**src/rtl/ps2_pkg.sv**
```systemverilog
// Shared constants and decoder state type for the PS/2 keyboard receiver.
package ps2_pkg;

    localparam logic [7:0]  PS2_BREAK      = 8'hF0;
    localparam logic [7:0]  PS2_EXT        = 8'hE0;
    localparam logic [7:0]  PS2_PAUSE      = 8'hE1;
    localparam int unsigned PS2_FRAME_BITS = 11;
    localparam int unsigned PS2_PAUSE_SKIP = 7;
    localparam int unsigned PS2_SKIP_W     = 3;
    localparam int unsigned PS2_BITCNT_W   = 4;

    typedef enum logic [2:0] {
        DEC_IDLE,
        DEC_BRK,
        DEC_EXT,
        DEC_EXT_BRK,
        DEC_SKIP
    } ps2_dec_state_t;

endpackage

```
**src/rtl/ps2_frame_rx.sv**
```systemverilog
// PS/2 frame receiver: pin synchronizers, clock glitch filter, falling-edge detect,
// 11-bit frame capture with start/parity/stop checks and a mid-frame timeout.
module ps2_frame_rx
    import ps2_pkg::*;
#(
    parameter int unsigned TIMEOUT_CYCLES = 50000,
    parameter int unsigned FILTER_LEN     = 4
) (
    input  logic       Clk,
    input  logic       Reset,
    input  logic       ps2_clk,
    input  logic       ps2_dat,
    output logic [7:0] byte_data,
    output logic       byte_valid,
    output logic       frame_err
);

    localparam int unsigned TMO_W = $clog2(TIMEOUT_CYCLES + 1);
    localparam int unsigned FLT_W = $clog2(FILTER_LEN + 1);
    localparam int unsigned CNT_W = PS2_BITCNT_W;
    localparam logic [CNT_W-1:0] PAR_IDX  = CNT_W'(PS2_FRAME_BITS - 2);
    localparam logic [CNT_W-1:0] STOP_IDX = CNT_W'(PS2_FRAME_BITS - 1);

    logic [1:0]       clk_sync_q, clk_sync_d;
    logic [1:0]       dat_sync_q, dat_sync_d;
    logic             filt_q, filt_d;
    logic [FLT_W-1:0] fcnt_q, fcnt_d;
    logic [CNT_W-1:0] bitcnt_q, bitcnt_d;
    logic [7:0]       data_q, data_d;
    logic             par_q, par_d;
    logic [TMO_W-1:0] tmo_q, tmo_d;
    logic             fall;
    logic             dat;

    always_comb begin
        clk_sync_d = {clk_sync_q[0], ps2_clk};
        dat_sync_d = {dat_sync_q[0], ps2_dat};
        dat        = dat_sync_q[1];

        // Filtered level only flips after FILTER_LEN consecutive disagreeing samples
        filt_d = filt_q;
        fcnt_d = '0;
        if (clk_sync_q[1] != filt_q) begin
            if (fcnt_q == FLT_W'(FILTER_LEN - 1)) begin
                filt_d = clk_sync_q[1];
            end else begin
                fcnt_d = fcnt_q + FLT_W'(1);
            end
        end
        fall = filt_q & ~filt_d;

        bitcnt_d   = bitcnt_q;
        data_d     = data_q;
        par_d      = par_q;
        tmo_d      = tmo_q;
        byte_valid = 1'b0;
        frame_err  = 1'b0;

        if (fall) begin
            tmo_d = '0;
            if (bitcnt_q == '0) begin
                if (dat) begin
                    frame_err = 1'b1;
                end else begin
                    bitcnt_d = CNT_W'(1);
                end
            end else if (bitcnt_q < PAR_IDX) begin
                data_d   = {dat, data_q[7:1]};
                bitcnt_d = bitcnt_q + CNT_W'(1);
            end else if (bitcnt_q == PAR_IDX) begin
                par_d    = dat;
                bitcnt_d = bitcnt_q + CNT_W'(1);
            end else begin
                bitcnt_d = '0;
                if (dat && (^{data_q, par_q})) begin
                    byte_valid = 1'b1;
                end else begin
                    frame_err = 1'b1;
                end
            end
        end else if (bitcnt_q != '0) begin
            if (tmo_q == TMO_W'(TIMEOUT_CYCLES - 1)) begin
                bitcnt_d  = '0;
                tmo_d     = '0;
                frame_err = 1'b1;
            end else begin
                tmo_d = tmo_q + TMO_W'(1);
            end
        end else begin
            tmo_d = '0;
        end

        byte_data = data_q;
    end

    always_ff @(posedge Clk) begin
        if (Reset) begin
            clk_sync_q <= 2'b11;
            dat_sync_q <= 2'b11;
            filt_q     <= 1'b1;
            fcnt_q     <= '0;
            bitcnt_q   <= '0;
            data_q     <= '0;
            par_q      <= 1'b0;
            tmo_q      <= '0;
        end else begin
            clk_sync_q <= clk_sync_d;
            dat_sync_q <= dat_sync_d;
            filt_q     <= filt_d;
            fcnt_q     <= fcnt_d;
            bitcnt_q   <= bitcnt_d;
            data_q     <= data_d;
            par_q      <= par_d;
            tmo_q      <= tmo_d;
        end
    end

    // STOP_IDX documents the last bit position; the else-branch above handles it
    logic unused_stop_idx;
    assign unused_stop_idx = ^STOP_IDX;

endmodule

```
**src/rtl/ps2_keyboard_rx.sv**
```systemverilog
// PS/2 keyboard receiver top: strips F0/E0/E1 prefixes and emits make/break events.
// Define PS2_EXTENDED_EN to add the `extended` output for E0-prefixed events.
module ps2_keyboard_rx
    import ps2_pkg::*;
#(
    parameter int unsigned TIMEOUT_CYCLES = 50000,
    parameter int unsigned FILTER_LEN     = 4
) (
    input  logic       Clk,
    input  logic       Reset,
    input  logic       PS2_CLK,
    input  logic       PS2_DAT,
    output logic [7:0] keycode,
    output logic       press,
    output logic       valid,
    output logic       err
`ifdef PS2_EXTENDED_EN
    ,
    output logic       extended
`endif
);

    logic [7:0]            byte_data;
    logic                  byte_valid;
    logic                  frame_err;

    ps2_dec_state_t        state_q, state_d;
    logic [PS2_SKIP_W-1:0] skip_q, skip_d;
    logic [7:0]            keycode_q, keycode_d;
    logic                  press_q, press_d;
    logic                  valid_q, valid_d;
    logic                  err_q, err_d;
    logic                  emit;
`ifdef PS2_EXTENDED_EN
    logic                  ext_q, ext_d;
`endif

    ps2_frame_rx #(
        .TIMEOUT_CYCLES (TIMEOUT_CYCLES),
        .FILTER_LEN     (FILTER_LEN)
    ) u_frame_rx (
        .Clk        (Clk),
        .Reset      (Reset),
        .ps2_clk    (PS2_CLK),
        .ps2_dat    (PS2_DAT),
        .byte_data  (byte_data),
        .byte_valid (byte_valid),
        .frame_err  (frame_err)
    );

    always_comb begin
        state_d   = state_q;
        skip_d    = skip_q;
        keycode_d = keycode_q;
        press_d   = press_q;
        valid_d   = 1'b0;
        err_d     = 1'b0;
        emit      = 1'b0;
`ifdef PS2_EXTENDED_EN
        ext_d     = ext_q;
`endif

        if (frame_err) begin
            state_d = DEC_IDLE;
            skip_d  = '0;
            err_d   = 1'b1;
        end else if (byte_valid) begin
            case (state_q)
                DEC_IDLE: begin
                    if (byte_data == PS2_BREAK) begin
                        state_d = DEC_BRK;
                    end else if (byte_data == PS2_EXT) begin
                        state_d = DEC_EXT;
                    end else if (byte_data == PS2_PAUSE) begin
                        state_d = DEC_SKIP;
                        skip_d  = PS2_SKIP_W'(PS2_PAUSE_SKIP);
                    end else begin
                        emit = 1'b1;
                    end
                end
                DEC_BRK:     emit = 1'b1;
                DEC_EXT: begin
                    if (byte_data == PS2_BREAK) begin
                        state_d = DEC_EXT_BRK;
                    end else begin
                        emit = 1'b1;
                    end
                end
                DEC_EXT_BRK: emit = 1'b1;
                DEC_SKIP: begin
                    // Pause sequence bytes are swallowed silently
                    skip_d = skip_q - PS2_SKIP_W'(1);
                    if (skip_q <= PS2_SKIP_W'(1)) begin
                        state_d = DEC_IDLE;
                        skip_d  = '0;
                    end
                end
                default:     state_d = DEC_IDLE;
            endcase

            // Break/extended flavour of an event follows from the state it lands in
            if (emit) begin
                state_d   = DEC_IDLE;
                valid_d   = 1'b1;
                keycode_d = byte_data;
                press_d   = (state_q == DEC_IDLE) || (state_q == DEC_EXT);
`ifdef PS2_EXTENDED_EN
                ext_d     = (state_q == DEC_EXT) || (state_q == DEC_EXT_BRK);
`endif
            end
        end
    end

    always_ff @(posedge Clk) begin
        if (Reset) begin
            state_q   <= DEC_IDLE;
            skip_q    <= '0;
            keycode_q <= 8'h00;
            press_q   <= 1'b0;
            valid_q   <= 1'b0;
            err_q     <= 1'b0;
`ifdef PS2_EXTENDED_EN
            ext_q     <= 1'b0;
`endif
        end else begin
            state_q   <= state_d;
            skip_q    <= skip_d;
            keycode_q <= keycode_d;
            press_q   <= press_d;
            valid_q   <= valid_d;
            err_q     <= err_d;
`ifdef PS2_EXTENDED_EN
            ext_q     <= ext_d;
`endif
        end
    end

    assign keycode  = keycode_q;
    assign press    = press_q;
    assign valid    = valid_q;
    assign err      = err_q;
`ifdef PS2_EXTENDED_EN
    assign extended = ext_q;
`endif

endmodule
```
**config.mk**
```make
export PLATFORM = sky130hd
export DESIGN_NAME = ps2_keyboard_rx
export DESIGN_NICKNAME = d
export VERILOG_FILES = /design/src/rtl/ps2_pkg.sv /design/src/rtl/ps2_frame_rx.sv /design/src/rtl/ps2_keyboard_rx.sv
export SDC_FILE = /design/constraint.sdc
export NUM_CORES = 1
export LEC_CHECK = 0
export CAP_MARGIN = 20
export CORE_MARGIN = 2
export CORE_UTILIZATION = 67
export CTS_BUF_LIST = sky130_fd_sc_hd__clkbuf_16
export DETAILED_ROUTE_END_ITERATION = 10
export DONT_BUFFER_PORTS = 1
export PLACE_DENSITY = 0.83
export SLEW_MARGIN = 30
export SYNTH_ARGS = -nofsm -noshare
export SYNTH_HDL_FRONTEND = slang
export SYNTH_SLANG_ARGS = --single-unit
```
**constraint.sdc**
```tcl
create_clock -name Clk -period 4.4 [get_ports Clk]
set_input_delay 0.88 -clock Clk [delete_from_list [all_inputs] [get_ports Clk]]
set_output_delay 0.88 -clock Clk [all_outputs]
set_load 0.1 [all_outputs]
```
==> reports/results.tsv <==
metric	value	unit
Clock transition at path regs	0.06	ns
Final Total Pwr	0.864	mW
Hold Fails Final Rpt	0	
Crit Path Max Fanout	10	
post-synthesis cell count	288	
DP HPWL	3070	µm
Setup Viol. Count Final	0	
Hold Crit Start	u_frame_rx.dat_sync_q[0]	
clock period minus worst slack	2.82	ns
CTS H-tree depth	2	
Area Overhead vs Synth	6.56	%
CP delay by family, top	compound AO/OA/AOI/OAI gates	
Sw Share	19.1	%
post-synth top area share	42.9	%
Comb pwr share	0.6	%
final worst-path cycle share	64.1	%
worst min path class	flip-flop to flip-flop	
share of cells above drive strength 1	6.99	%
Clock Sinks	54	
grt ovf	0	
Startpoint Class	flip-flop	
FMAX	0.355	GHz
Site Rows	22	
critical path class	flip-flop to flip-flop	
Reg power frac	56.9	%
crit path cell chain	inv_1, ha_1, o21bai_1, or4b_4, mux2_4, a211oi_4, mux2_4	
Tot GR Track Use	23.3	%
Slew headroom	34.2	%
Placement Cell Area	2530	µm²
Power Density	322	nW/µm²
DRT Wirelength	4580	µm
leading area contributor after synthesis	dfxtp_1	
syn nets	300	
first-pass GRT wire length	7810	µm
part of the power in the clock network	42.4	%
Synth async-reset ratio	0	%
Max Root-Sink Buffers	2	
Die H	65.3	µm
RSZ-0062 raised after global routing	false	
initial antenna violation count	0	
Max VDD drop	0.000338	V
DR WL/cell	13.7	µm
leakage power	0.874	nW
Pins Over Slew Limit	0	
Vias	1915	
Main synth FF type	dfxtp_1	
# DRC	0	
effective utilization at floorplan	69.3	%
Post-Layout Cell Count	334	
vias in the first global route	1764	
switching power	0.165	mW
Critical Path RT	4.58	ns
Slew @ Worst Pin	0.986	ns
Skew-Pair Late Insertion Delay	0.29	ns
crit path buf inv count	1	
final antenna-violating net count	0	
setup_tns	0	ns
slowest stage delay, CP	0.52	ns
Die Span X	65.3	µm
Max Cap Viol	0	
via/cell ratio	5.73	
Top Ports	15	
Pint	0.699	mW
hold_buf cts	0	
commonest non-fill, non-tap cell in the layout	dfxtp_1	
outcome	finished, final reports clean	
core region area	3630	µm²
Mean Syn Cell Area	8.74	µm²
R2R Path End	press	
top cells by area, synth	dfxtp_1 43%, nor2_1 6.0%, nand2_1 5.1%	
clock root buffer master	clkbuf_16	
die footprint	4260	µm²
Worst R2R Setup Slack	1.58	ns
Seq/Total Area, Yosys	42.9	%
routability cong.	0.818	
Post-synth EDFFs	0	
Data arrival, critical path	3.00	ns
CP max stage cell	a211oi_4	
port bufs	0	
antenna cells	0	
commonest non-fill, non-tap cells in the layout	54 x dfxtp_1, 40 x nor2_1, 34 x nand2_1	
NumNets Final	297	
CTS tree	done	
Hold Path End	u_frame_rx.dat_sync_q[1]	
final clock skew	0.00427	ns
Starting DRT DRC Count	127	
Mapped Area	2520	µm²
first-pass detailed-route iteration total	4	
CP Capture Type	flip-flop	
post-CTS setup buffer count	0	
largest net degree at the start of global routing	28	
Worst R2R Path Depth	7	
Yosys cell types	44	
Yosys reg bits	54	
Post-CTS Resized	0	
Final Cell Area	2680	µm²
most used cell, CP	mux2_4	
launching point of the worst reg2reg path	u_frame_rx.bitcnt_q[0]	
yosys warns	0	
Placed Instances	326	
TritonCTS Buffers	5	
Cells on Worst Hold Path	1	
layout make-up:
type / count / area (µm²)
Clock buffer: 5 / 125
Clock inverter: 3 / 12.5
Fill cell: 263 / 951
Inverter: 11 / 41.3
Multi-Input combinational cell: 213 / 1360
Sequential cell: 54 / 1080
Tap cell: 48 / 60.1
synthesized netlist by cell type (all sizes together) (3+ instances only):
| master | n |
|---|---|
| dfxtp | 54 |
| nor2 | 40 |
| nand2 | 34 |
| nand3 | 20 |
| a21oi | 14 |
| inv | 11 |
| mux2i | 11 |
| xnor2 | 11 |
| clkbuf | 9 |
| ha | 8 |
| nor3 | 8 |
| o21ai | 8 |
| xor2 | 8 |
| a211oi | 5 |
| and3 | 4 |
| or2 | 4 |
| nand4 | 3 |
| nor3b | 3 |
| nor4 | 3 |
state kept, by name (all words and copies together), names as in the netlist:
name	cells
u_frame_rx.tmo_q	16
keycode	8
u_frame_rx.byte_data	8
u_frame_rx.bitcnt_q	4
skip_q	3
state_q	3
u_frame_rx.fcnt_q	3
u_frame_rx.clk_sync_q	2
u_frame_rx.dat_sync_q	2
err	1
press	1
u_frame_rx.filt_q	1
u_frame_rx.par_q	1
valid	1
worst max-delay path by stage:
stage                       end              startpoint  depth (start not counted)  slack [ns]
final                     press  u_frame_rx.bitcnt_q[0]                          7        1.58
after global routing      press  u_frame_rx.bitcnt_q[0]                          7        1.46
after CTS                 press  u_frame_rx.bitcnt_q[0]                          7        1.37
after detailed placement  press  u_frame_rx.bitcnt_q[0]                          7        1.40
after global placement    press  u_frame_rx.bitcnt_q[0]                          7        1.46
after floorplan           press  u_frame_rx.bitcnt_q[0]                          8        1.97
power by group through the flow:
stage / Clock [mW] / Sequential [mW] / Combinational [mW]
2_1_floorplan: 0 / 0.503 / 0.00787
3_3_place_gp: 0 / 0.503 / 0.00555
3_5_place_dp: 0 / 0.503 / 0.00570
4_1_cts: 0.374 / 0.492 / 0.00569
5_1_grt: 0.393 / 0.492 / 0.00645
6_report: 0.366 / 0.492 / 0.00557
routing by layer:
layer / track usage [%] / part of all wire [%]
met2: 37.6 / 47
met4: 7.81 / 1.4
met3: 5.31 / 4.1
met5: 0 / 0
met1: 30.8 / 48
logic make-up (layout without fill, tap and decap cells):
logic type | after synthesis | in the layout | share of synthesized area [%]
AO/OA/AOI/OAI | 36 | 36 | 9.24
flip-flops | 54 | 54 | 42.9
buffers and inverters | 21 | 19 | 3.43
AND/OR/NAND/NOR | 135 | 135 | 26.3
adder cells (fa/ha/maj) | 8 | 8 | 3.98
XOR/XNOR | 21 | 21 | 8.40
multiplexers | 13 | 13 | 5.72
worst reg2reg max path, stage by stage, from the launching register on:
cell      delay [ns]
dfxtp_1         0.42
inv_1           0.08
ha_1            0.24
o21bai_1        0.27
or4b_4          0.51
mux2_4          0.32
a211oi_4        0.52
mux2_4          0.35
through the flow:
| step | setup slack [ns] | hold slack (ns) | utilization [%] |
|---|---|---|---|
| after detailed placement | 1.40 | 0.398 | 69.7 |
| after floorplan | 1.97 | 0.389 | - |
| after CTS | 1.37 | 0.412 | 73.5 |
| final | 1.58 | 0.415 | 73.8 |
| after global routing | 1.46 | 0.445 | 73.8 |
| after global placement | 1.46 | 0.393 | 69.7 |
(Power assumes the default switching activity.)
